## src/rtl/flag_hazard_ctrl_pkg.sv

```systemverilog
// Shared condition codes, flag-group indices and the
// condition-to-flag-group read decoder.
package flag_hazard_ctrl_pkg;

  localparam logic [3:0] COND_EQ = 4'b0000;
  localparam logic [3:0] COND_NE = 4'b0001;
  localparam logic [3:0] COND_CS = 4'b0010;
  localparam logic [3:0] COND_CC = 4'b0011;
  localparam logic [3:0] COND_MI = 4'b0100;
  localparam logic [3:0] COND_PL = 4'b0101;
  localparam logic [3:0] COND_VS = 4'b0110;
  localparam logic [3:0] COND_VC = 4'b0111;
  localparam logic [3:0] COND_HI = 4'b1000;
  localparam logic [3:0] COND_LS = 4'b1001;
  localparam logic [3:0] COND_GE = 4'b1010;
  localparam logic [3:0] COND_LT = 4'b1011;
  localparam logic [3:0] COND_GT = 4'b1100;
  localparam logic [3:0] COND_LE = 4'b1101;
  localparam logic [3:0] COND_AL = 4'b1110;

  localparam int FLG_NZ = 1;
  localparam int FLG_CV = 0;

  typedef struct packed {
    logic nz;
    logic cv;
  } grp_t;

  function automatic grp_t cond_reads(
    input logic [3:0] c
  );
    grp_t r;
    r = '0;
    unique case (1'b1)
      (c == COND_EQ || c == COND_NE ||
       c == COND_MI || c == COND_PL): begin
        r.nz = 1'b1;
      end
      (c == COND_CS || c == COND_CC ||
       c == COND_VS || c == COND_VC): begin
        r.cv = 1'b1;
      end
      (c == COND_HI || c == COND_LS ||
       c == COND_GE || c == COND_LT ||
       c == COND_GT || c == COND_LE): begin
        r.nz = 1'b1;
        r.cv = 1'b1;
      end
      default: r = '0;
    endcase
    return r;
  endfunction

endpackage

```

## src/rtl/flag_hazard_ctrl_if.sv

```systemverilog
// Decode / writeback bundle between the pipeline
// and the flag hazard controller.
interface flag_hazard_ctrl_if #(
  parameter int MAX_PEND = 3
);
  localparam int W = $clog2(MAX_PEND + 1);

  logic         dec_valid;
  logic [3:0]   dec_cond;
  logic [1:0]   dec_flagw;
  logic         flush;
  logic         wb_valid;
  logic [1:0]   wb_flagw;
  logic         wb_condex;
  logic [3:0]   wb_flags;
  logic         stall_d;
  logic         issue_d;
  logic [3:0]   flags;
  logic [3:0]   flags_fwd;
  logic [W-1:0] pend_nz;
  logic [W-1:0] pend_cv;
  logic         pend_err;

  modport master (
    output dec_valid, dec_cond, dec_flagw,
    output flush,
    output wb_valid, wb_flagw,
    output wb_condex, wb_flags,
    input  stall_d, issue_d,
    input  flags, flags_fwd,
    input  pend_nz, pend_cv, pend_err
  );

  modport slave (
    input  dec_valid, dec_cond, dec_flagw,
    input  flush,
    input  wb_valid, wb_flagw,
    input  wb_condex, wb_flags,
    output stall_d, issue_d,
    output flags, flags_fwd,
    output pend_nz, pend_cv, pend_err
  );

endinterface

```

## src/rtl/flag_pend_ctr.sv

```systemverilog
// In-flight writer counter for one flag group:
// saturating up/down with flush and sticky underflow.
module flag_pend_ctr #(
  parameter int MAX_PEND = 3,
  parameter int W = $clog2(MAX_PEND + 1)
) (
  input  logic         clk,
  input  logic         reset_n,
  input  logic         flush,
  input  logic         inc,
  input  logic         dec,
  output logic [W-1:0] cnt,
  output logic [W-1:0] eff,
  output logic         full,
  output logic         err
);

  localparam logic [W-1:0] MAXV = W'(MAX_PEND);

  // eff clamps at zero so a stray retire never
  // looks like a full counter
  always_comb begin
    eff = cnt;
    if (dec && cnt != '0) eff = cnt - W'(1);
  end

  assign full = (eff == MAXV);

  always_ff @(posedge clk or negedge reset_n) begin
    if (!reset_n) begin
      cnt <= '0;
      err <= 1'b0;
    end else begin
      if (dec && cnt == '0) err <= 1'b1;
      if (flush) begin
        cnt <= '0;
      end else if (inc && !dec) begin
        if (cnt != MAXV) cnt <= cnt + W'(1);
      end else if (dec && !inc) begin
        if (cnt != '0) cnt <= cnt - W'(1);
      end
    end
  end

endmodule

```

## src/rtl/flag_hazard_ctrl.sv

```systemverilog
// NZCV owner: stalls decode on pending flag groups,
// retires writeback updates and forwards them.
module flag_hazard_ctrl
  import flag_hazard_ctrl_pkg::*;
#(
  parameter int MAX_PEND = 3
) (
  input  logic clk,
  input  logic reset_n,
  flag_hazard_ctrl_if.slave bus
);

  localparam int W = $clog2(MAX_PEND + 1);

  grp_t         rd;
  logic         inc_nz, inc_cv;
  logic         dec_nz, dec_cv;
  logic [W-1:0] cnt_nz, cnt_cv;
  logic [W-1:0] eff_nz, eff_cv;
  logic         full_nz, full_cv;
  logic         err_nz, err_cv;
  logic         upd;
  logic [3:0]   flags_q;
  logic [3:0]   fwd;
  logic         stall;

  assign rd = cond_reads(bus.dec_cond);

  assign dec_nz = bus.wb_valid & bus.wb_flagw[FLG_NZ];
  assign dec_cv = bus.wb_valid & bus.wb_flagw[FLG_CV];
  assign inc_nz = bus.issue_d & bus.dec_flagw[FLG_NZ];
  assign inc_cv = bus.issue_d & bus.dec_flagw[FLG_CV];

  flag_pend_ctr #(.MAX_PEND(MAX_PEND), .W(W)) u_nz (
    .clk     (clk),
    .reset_n (reset_n),
    .flush   (bus.flush),
    .inc     (inc_nz),
    .dec     (dec_nz),
    .cnt     (cnt_nz),
    .eff     (eff_nz),
    .full    (full_nz),
    .err     (err_nz)
  );

  flag_pend_ctr #(.MAX_PEND(MAX_PEND), .W(W)) u_cv (
    .clk     (clk),
    .reset_n (reset_n),
    .flush   (bus.flush),
    .inc     (inc_cv),
    .dec     (dec_cv),
    .cnt     (cnt_cv),
    .eff     (eff_cv),
    .full    (full_cv),
    .err     (err_cv)
  );

  // a writer retiring this cycle is bypassed, so
  // only the effective counts gate decode
  always_comb begin
    stall = 1'b0;
    if (bus.dec_valid && !bus.flush) begin
      stall = (rd.nz && eff_nz != '0)
            | (rd.cv && eff_cv != '0)
            | (bus.dec_flagw[FLG_NZ] && full_nz)
            | (bus.dec_flagw[FLG_CV] && full_cv);
    end
  end

  assign upd = bus.wb_valid & bus.wb_condex;

  always_comb begin
    fwd = flags_q;
    if (upd && bus.wb_flagw[FLG_NZ])
      fwd[3:2] = bus.wb_flags[3:2];
    if (upd && bus.wb_flagw[FLG_CV])
      fwd[1:0] = bus.wb_flags[1:0];
  end

  always_ff @(posedge clk or negedge reset_n) begin
    if (!reset_n) flags_q <= 4'b0000;
    else          flags_q <= fwd;
  end

  assign bus.stall_d   = stall;
  assign bus.issue_d   = bus.dec_valid & ~stall
                       & ~bus.flush;
  assign bus.flags     = flags_q;
  assign bus.flags_fwd = fwd;
  assign bus.pend_nz   = cnt_nz;
  assign bus.pend_cv   = cnt_cv;
  assign bus.pend_err  = err_nz | err_cv;

endmodule

```

## src/flat_wrapper.sv

```systemverilog
// flat-port wrapper written by rule: the top's interface ports become plain ports
module flag_hazard_ctrl_flat import flag_hazard_ctrl_pkg::*;
#(
  parameter int MAX_PEND = 3
)
  (clk, reset_n, bus_dec_valid, bus_dec_cond, bus_dec_flagw, bus_flush, bus_wb_valid, bus_wb_flagw, bus_wb_condex, bus_wb_flags, bus_stall_d, bus_issue_d, bus_flags, bus_flags_fwd, bus_pend_nz, bus_pend_cv, bus_pend_err);
  flag_hazard_ctrl_if #(.MAX_PEND(MAX_PEND)) bus_i ();
  input  logic clk;
  input  logic reset_n;
  input wire logic [$bits(bus_i.dec_valid)-1:0] bus_dec_valid;
  input wire logic [$bits(bus_i.dec_cond)-1:0] bus_dec_cond;
  input wire logic [$bits(bus_i.dec_flagw)-1:0] bus_dec_flagw;
  input wire logic [$bits(bus_i.flush)-1:0] bus_flush;
  input wire logic [$bits(bus_i.wb_valid)-1:0] bus_wb_valid;
  input wire logic [$bits(bus_i.wb_flagw)-1:0] bus_wb_flagw;
  input wire logic [$bits(bus_i.wb_condex)-1:0] bus_wb_condex;
  input wire logic [$bits(bus_i.wb_flags)-1:0] bus_wb_flags;
  output wire logic [$bits(bus_i.stall_d)-1:0] bus_stall_d;
  output wire logic [$bits(bus_i.issue_d)-1:0] bus_issue_d;
  output wire logic [$bits(bus_i.flags)-1:0] bus_flags;
  output wire logic [$bits(bus_i.flags_fwd)-1:0] bus_flags_fwd;
  output wire logic [$bits(bus_i.pend_nz)-1:0] bus_pend_nz;
  output wire logic [$bits(bus_i.pend_cv)-1:0] bus_pend_cv;
  output wire logic [$bits(bus_i.pend_err)-1:0] bus_pend_err;
  assign bus_i.dec_valid = bus_dec_valid;
  assign bus_i.dec_cond = bus_dec_cond;
  assign bus_i.dec_flagw = bus_dec_flagw;
  assign bus_i.flush = bus_flush;
  assign bus_i.wb_valid = bus_wb_valid;
  assign bus_i.wb_flagw = bus_wb_flagw;
  assign bus_i.wb_condex = bus_wb_condex;
  assign bus_i.wb_flags = bus_wb_flags;
  assign bus_stall_d = bus_i.stall_d;
  assign bus_issue_d = bus_i.issue_d;
  assign bus_flags = bus_i.flags;
  assign bus_flags_fwd = bus_i.flags_fwd;
  assign bus_pend_nz = bus_i.pend_nz;
  assign bus_pend_cv = bus_i.pend_cv;
  assign bus_pend_err = bus_i.pend_err;
  flag_hazard_ctrl #(.MAX_PEND(MAX_PEND)) u_core (.clk(clk), .reset_n(reset_n), .bus(bus_i));
endmodule
```

## config.mk

```make
export PLATFORM = sky130hd
export DESIGN_NAME = flag_hazard_ctrl_flat
export DESIGN_NICKNAME = d
export VERILOG_FILES = /design/src/rtl/flag_hazard_ctrl_pkg.sv /design/src/rtl/flag_hazard_ctrl_if.sv /design/src/rtl/flag_pend_ctr.sv /design/src/rtl/flag_hazard_ctrl.sv /design/src/flat_wrapper.sv
export SDC_FILE = /design/constraint.sdc
export NUM_CORES = 1
export LEC_CHECK = 0
export ABC_AREA = 1
export BUFFER_PORTS_ARGS = -buffer_cell sky130_fd_sc_hd__buf_4
export CAP_MARGIN = 30
export CORE_ASPECT_RATIO = 1.1
export CORE_MARGIN = 5
export CORE_UTILIZATION = 44
export CTS_BUF_LIST = sky130_fd_sc_hd__clkbuf_4
export DETAILED_ROUTE_END_ITERATION = 6
export MAX_ROUTING_LAYER = met4
export PLACE_DENSITY = 0.82
export SLEW_MARGIN = 20
export SYNTH_ARGS = -nofsm -noshare
export SYNTH_HDL_FRONTEND = slang
export SYNTH_SLANG_ARGS = --single-unit
```

## constraint.sdc

```tcl
create_clock -name clk -period 2 [get_ports clk]
set_input_delay 0.2 -clock clk [delete_from_list [all_inputs] [get_ports clk]]
set_output_delay 0.2 -clock clk [all_outputs]
set_load 0.03 [all_outputs]
```

==> results.cfg, run 1 <==
[power]
power_density_nw_per_um2 = 1070
leakage_uw = 0.000691
peakVddDrop_uv = 767

[setup_path]
critPathRequiredTime_ns = 1.80
reg2reg_depth = 17
endpoint_kind = primary output
critPathMaxFanout = 4
start_kind = flip-flop
worstPathArrival_ns = 1.81
worstSetupPathType = flip-flop to primary output

[cts]
clock_latency_ns = 0.27
cts_tree = built
cts_sinks = 10
cts-root-buf = clkbuf_4
htreeDepth = 1
cts_max_path_buffers = 2
cts.clk_slew.worst_paths_ns = 0.07
numCtsBuffers = 3

[timing]
fin_worst_skew_ns = 0.0132
worst_slew_pin_slew_ns = 0.601
fin_crit_sh_pct = 101
drv_slew = 0
setup_viol = 1
maxSlewHeadroom_pct = 59.8
rsz0062_at_grt = true
final_hold_viol_count = 0
fin_ws_ns = -0.0117
max_freq_mhz = 497
min_period_ns = 2.01

[route]
drtIter0Drc = 19
num_vias = 925
firstDrtPassIters = 6
wl_per_cell_um = 13.2
top_layer = met4
wl_um = 2390
met2_length_um = 1500
viasPerCell = 5.11
wl_met1_um = 788
drc = 0
ant_nets = 0
routed-wl-met3_um = 101

[place]
placed_cells = 171
port_buffers = 31
dp_slack_ns = 0.0150
place_congestion = 0.864
dpl.hpwl_um = 1780

[layout]
final_cells = 181
n_antenna_cell = 0
layout-drive-gt1-share_pct = 54.0
nNetsFinal = 186
layout_commonest_cell = nand2_1
area_growth_pct = 64.0
multi_input_area_um2 = 602
nFillCells = 135
layout_common_cells = nand2_1 (44), buf_4 (39), nand2_2 (12)
seq_area_um2 = 255

[yosys]
syn-cell-area_um2 = 798
postSynthNetCount = 138
avgSynthCellArea_um2 = 6.88
synth_top_area_share_pct = 31.3
synth_simple_gate_area_share_pct = 43.7
synth_largest_area_cell = dfrtp_1
ys_types = 16
synth_top_family_by_area = simple AND/OR/NAND/NOR gates
yosysSeqAreaShare_pct = 31.3
synth-compound-area-share_pct = 5.02
synth_area_leaders = dfrtp_1 (31%), nand2_1 (24%), inv_1 (7.5%)
muxShareOfSynthArea_pct = 5.64
synth_cells = 116
ys_seq_elements = 10
synth-xor-area-share_pct = 0
synth-adder-area-share_pct = 6.27
yosysWarnings = 0

[die]
core_area_um2 = 1760
start_util_pct = 45.3
die_x_um = 50.6
ios = 33
num_rows = 16
dieArea_um2 = 2770
die_height_um = 54.7

[min_path]
whs_path_depth = 2
min_path_type = input port to flip-flop

[grt]
antenna_found_initial = 0
grt_usage_pct = 17.6
grt_pass1_wl_um = 3640
grt_max_degree = 11
grt_overflow = 0
grt_pass1_vias = 879

[status]
violations = setup timing
status = finished with violations

[run]
cap_viol_max_count = 0
==> path summary, 6_finish.rpt <==
path	slack [ns]	startpoint	end
worst min-delay path	0.18	bus_wb_flags[1]	u_core.bus.flags[1]$_DFF_PN0_
min in group asynchronous	0.29	reset_n	u_core.bus.flags[0]$_DFF_PN0_
worst min register to register	0.47	u_core.u_cv.err$_DFFE_PN0P_	u_core.u_cv.err$_DFFE_PN0P_
max in group asynchronous	1.54	reset_n	u_core.u_nz.cnt[1]$_DFFE_PN0P_
worst max register to register	0.07	u_core.u_cv.cnt[1]$_DFFE_PN0P_	u_core.u_cv.cnt[1]$_DFFE_PN0P_
worst max-delay path	-0.01	u_core.u_cv.cnt[1]$_DFFE_PN0P_	bus_issue_d
==> critical path, cell delays in order, from the launching register on <==
cell     delay (ns)
dfrtp_2        0.41
inv_2          0.08
ha_4           0.17
inv_4          0.05
nand3_4        0.09
nand2_2        0.05
nand2_1        0.05
nand2_1        0.06
nand2_1        0.07
nand2_2        0.06
nor2_4         0.12
nor3_4         0.06
nor3_4         0.12
buf_6          0.15
==> flip-flops by register name (all words and copies together), names as in the netlist <==
signal,count
u_core.bus.flags,4
u_core.u_nz.cnt,2
u_core.u_cv.cnt,2
u_core.u_nz.err,1
u_core.u_cv.err,1
==> report_power, final <==
group,internal [µW],switching [µW]
Combinational,426,557
Sequential,252,27.1
Clock,71.8,65.5
Total,749,650
==> layer usage <==
| metal | vias up | track usage [%] |
|---|---|---|
| li1 | 458 | - |
| met4 | 0 | 2.55 |
| met1 | 440 | 17.4 |
| met5 | - | - |
| met3 | 2 | 4.09 |
| met2 | 25 | 35.3 |
==> cell type report <==
type	count	area share (%)
clock buffer	3	1.72
clock inverter	1	0.287
inverter	17	5.07
multi-input combinational	89	46.0
sequential	10	19.5
tap	18	1.72
timing repair buffer	43	25.7
==> cell usage after synthesis (all sizes together) <==
| cell | number |
|---|---|
| clkinv | 1 |
| dfrtp | 10 |
| ha | 4 |
| inv | 16 |
| mux2 | 4 |
| nand2 | 56 |
| nand3 | 8 |
| nand4 | 3 |
| nor2 | 4 |
| nor3 | 2 |
| o21ai | 8 |
==> cell families (layout without fill, tap and decap cells) <==
family / after synthesis / after routing
and+or+nand+nor: 73 / 73
buffers and inverters: 17 / 64
DFF: 10 / 10
AOI/OAI and AO/OA: 8 / 8
adders and majority gates: 4 / 4
muxes: 4 / 4
==> metrics by stage <==
stage	TNS, ns	power [µW]	utilization, %	cell area [µm²]	hold slack [ns]
floorplan	0	835	-	851	-0.0956
global placement	0	1090	65.3	1150	0.0317
detailed placement	0	1110	65.3	1150	0.0334
CTS	0	1330	70.4	1240	0.173
global route	-0.361	1510	74.3	1310	0.172
finish	-0.0117	1400	74.3	1310	0.183
==> what timing repair did <==
action,4_1_cts,5_1_grt
gates resized for setup,9,15
setup buffers,3,2
setup endpoints to repair,5,6
endpoints found under the hold margin,10,0
hold buffers,1,0
pin swaps,9,10
(Power assumes the default switching activity.)
==> inputs of run 2 (changes only) <==
==> constraint.sdc (replaced) <==
create_clock -name clk -period 2 [get_ports clk]
set_input_delay 0.4 -clock clk [delete_from_list [all_inputs] [get_ports clk]]
set_output_delay 0.4 -clock clk [all_outputs]
set_load 0.03 [all_outputs]
==> run 2 against run 1 <==
The flow still finishes with violations (setup timing). Power shrank 3.4%. Utilization shrank 1.6 points. Register-to-register slack better by 0.06 ns. Wire length shrank 14%. Global-route usage fell by 0.39 points. Largest cell class unchanged. Highest routed layer unchanged.
==> results.cfg, run 2 (same netlist as run 1, synthesis figures left out) <==
[die]
die_x_um = 50.6
dieArea_um2 = 2770
core_area_um2 = 1760
num_rows = 16
die_height_um = 54.7
ios = 33
start_util_pct = 45.3

[status]
status = finished with violations
violations = setup timing

[min_path]
min_from = bus_wb_flags[1]
whs_path_depth = 2
min_path_type = input port to flip-flop
hold_end = u_core.bus.flags[1]$_DFF_PN0_

[power]
p_comb_share_pct = 69.8
peakVddDrop_uv = 859
p_switching_uw = 614
p_clk_share_pct = 9.4
switching_share_pct = 45.5
p_int_uw = 737
seqPwrFrac_pct = 20.8
power_density_nw_per_um2 = 1060
leakage_uw = 0.000692

[layout]
utilization_pct = 72.7
final_cells = 182
layout_common_cells = nand2_1 (49), buf_4 (42), inv_1 (9)
layout-drive-gt1-share_pct = 50.0
area_growth_pct = 60.3
layout_commonest_cell = nand2_1
nNetsFinal = 188
n_antenna_cell = 0
largest_reg_flops = 4

[timing]
fin_ws_ns = -0.138
worst_slew_pin_slew_ns = 0.386
setup_viol = 2
max_freq_mhz = 468
rsz0062_at_grt = true
maxSlewHeadroom_pct = 74.2
whs_ns = 0.399
fin_crit_sh_pct = 107
min_period_ns = 2.14
drv_slew = 0
fin_worst_skew_ns = 0.00157
final_hold_viol_count = 0
fin_tns_setup_ns = -0.230

[cts]
cts-root-buf = clkbuf_4
numCtsBuffers = 3
cts_max_path_buffers = 2
htreeDepth = 1
cts_tree = built
clock_latency_ns = 0.25
cts_sinks = 10
cts.clk_slew.worst_paths_ns = 0.06

[route]
ant_nets = 0
viasPerCell = 4.92
wl_um = 2070
drtIter0Drc = 8
num_vias = 896
wl_per_cell_um = 11.4
drc = 0
firstDrtPassIters = 4

[setup_path]
start_kind = flip-flop
worstSetupPathType = flip-flop to primary output
reg2reg_depth = 16
r2r_start = u_core.u_nz.cnt[1]$_DFFE_PN0P_
critPathMaxFanout = 4
endpoint_kind = primary output
worstPathArrival_ns = 1.74
rrSetupSlack_ns = 0.13
critPathRequiredTime_ns = 1.60
rr_endpoint = u_core.u_cv.cnt[0]$_DFFE_PN0P_

[grt]
grt_pass1_wl_um = 3630
grt_overflow = 0
antenna_found_initial = 0
grt_max_degree = 11
grt_pass1_vias = 877
grt_usage_pct = 17.2

[run]
cap_viol_max_count = 0

[place]
placed_cells = 174
dpl.hpwl_um = 1700
port_buffers = 31
dp_slack_ns = 0.0146
place_congestion = 0.863
run 2: cell types whose count changed in the layout (fill, tap and decap cells not counted), sizes merged:
| cell | delta |
|---|---|
| clkinv | -1 |
| buf | +2 |
run 2: metrics by stage:
stage                     total power [µW]  area [µm²]
final                                 1350        1280
after global routing                  1470        1280
after CTS                             1330        1260
after detailed placement              1150        1180
after global placement                1130        1180
after floorplan                        854         861
run 2: final cells by class:
cell class,count,area (µm²)
Clock buffer,3,22.5
Tap cell,18,22.5
Multi-Input combinational cell,89,566
Inverter,17,66.3
Timing Repair Buffer,45,348
Fill cell,136,482
Sequential cell,10,255
run 2: layer usage:
layer,global-route usage [%],wire length (µm),share of wire [%]
met1,19.4,847,41
met2,32.0,1170,57
met3,3.27,31,1.5
met4,2.55,17,0.82
met5,-,0,0
run 2: repair_timing:
| action | in CTS | in global routing |
|---|---|---|
| endpoints found under the hold margin | 10 | 0 |
| setup buffers | 4 | 0 |
| hold buffers | 1 | 0 |
| pin swaps | 12 | 1 |
| gates resized for setup | 3 | 5 |
| setup endpoints to repair | 2 | 6 |
run 2: worst max path at each step:
stage | from | to | slack (ns) | cells past startpoint
2_1_floorplan | u_core.u_nz.cnt[0]$_DFFE_PN0P_ | bus_issue_d | -0.15 | 12
3_3_place_gp | bus_wb_valid | bus_issue_d | 0.04 | 12
3_5_place_dp | u_core.u_nz.cnt[1]$_DFFE_PN0P_ | bus_issue_d | 0.01 | 13
4_1_cts | u_core.u_cv.cnt[0]$_DFFE_PN0P_ | bus_issue_d | -0.17 | 13
5_1_grt | u_core.u_cv.cnt[0]$_DFFE_PN0P_ | bus_issue_d | -0.30 | 13
6_report | u_core.u_nz.cnt[1]$_DFFE_PN0P_ | bus_issue_d | -0.14 | 13
run 2: worst max-delay path, cell delays in order (launching register included):
cell and delay (ns):
dfrtp_2 0.41, inv_2 0.08, ha_4 0.15, inv_2 0.04, nand3_2 0.07, nand2_1 0.06
nand2_1 0.06, nand2_1 0.06, nand2_2 0.05, nand2_2 0.06, nor2_4 0.11, nor3_4 0.06
nor3_4 0.12, buf_6 0.15
run 2: power by group through the flow:
| stage | Sequential (µW) | Combinational, µW | Clock, µW |
|---|---|---|---|
| after global placement | 281 | 847 | 0 |
| after global routing | 287 | 1030 | 149 |
| after detailed placement | 283 | 869 | 0 |
| final | 281 | 943 | 127 |
| after CTS | 279 | 920 | 134 |
| after floorplan | 390 | 463 | 0 |
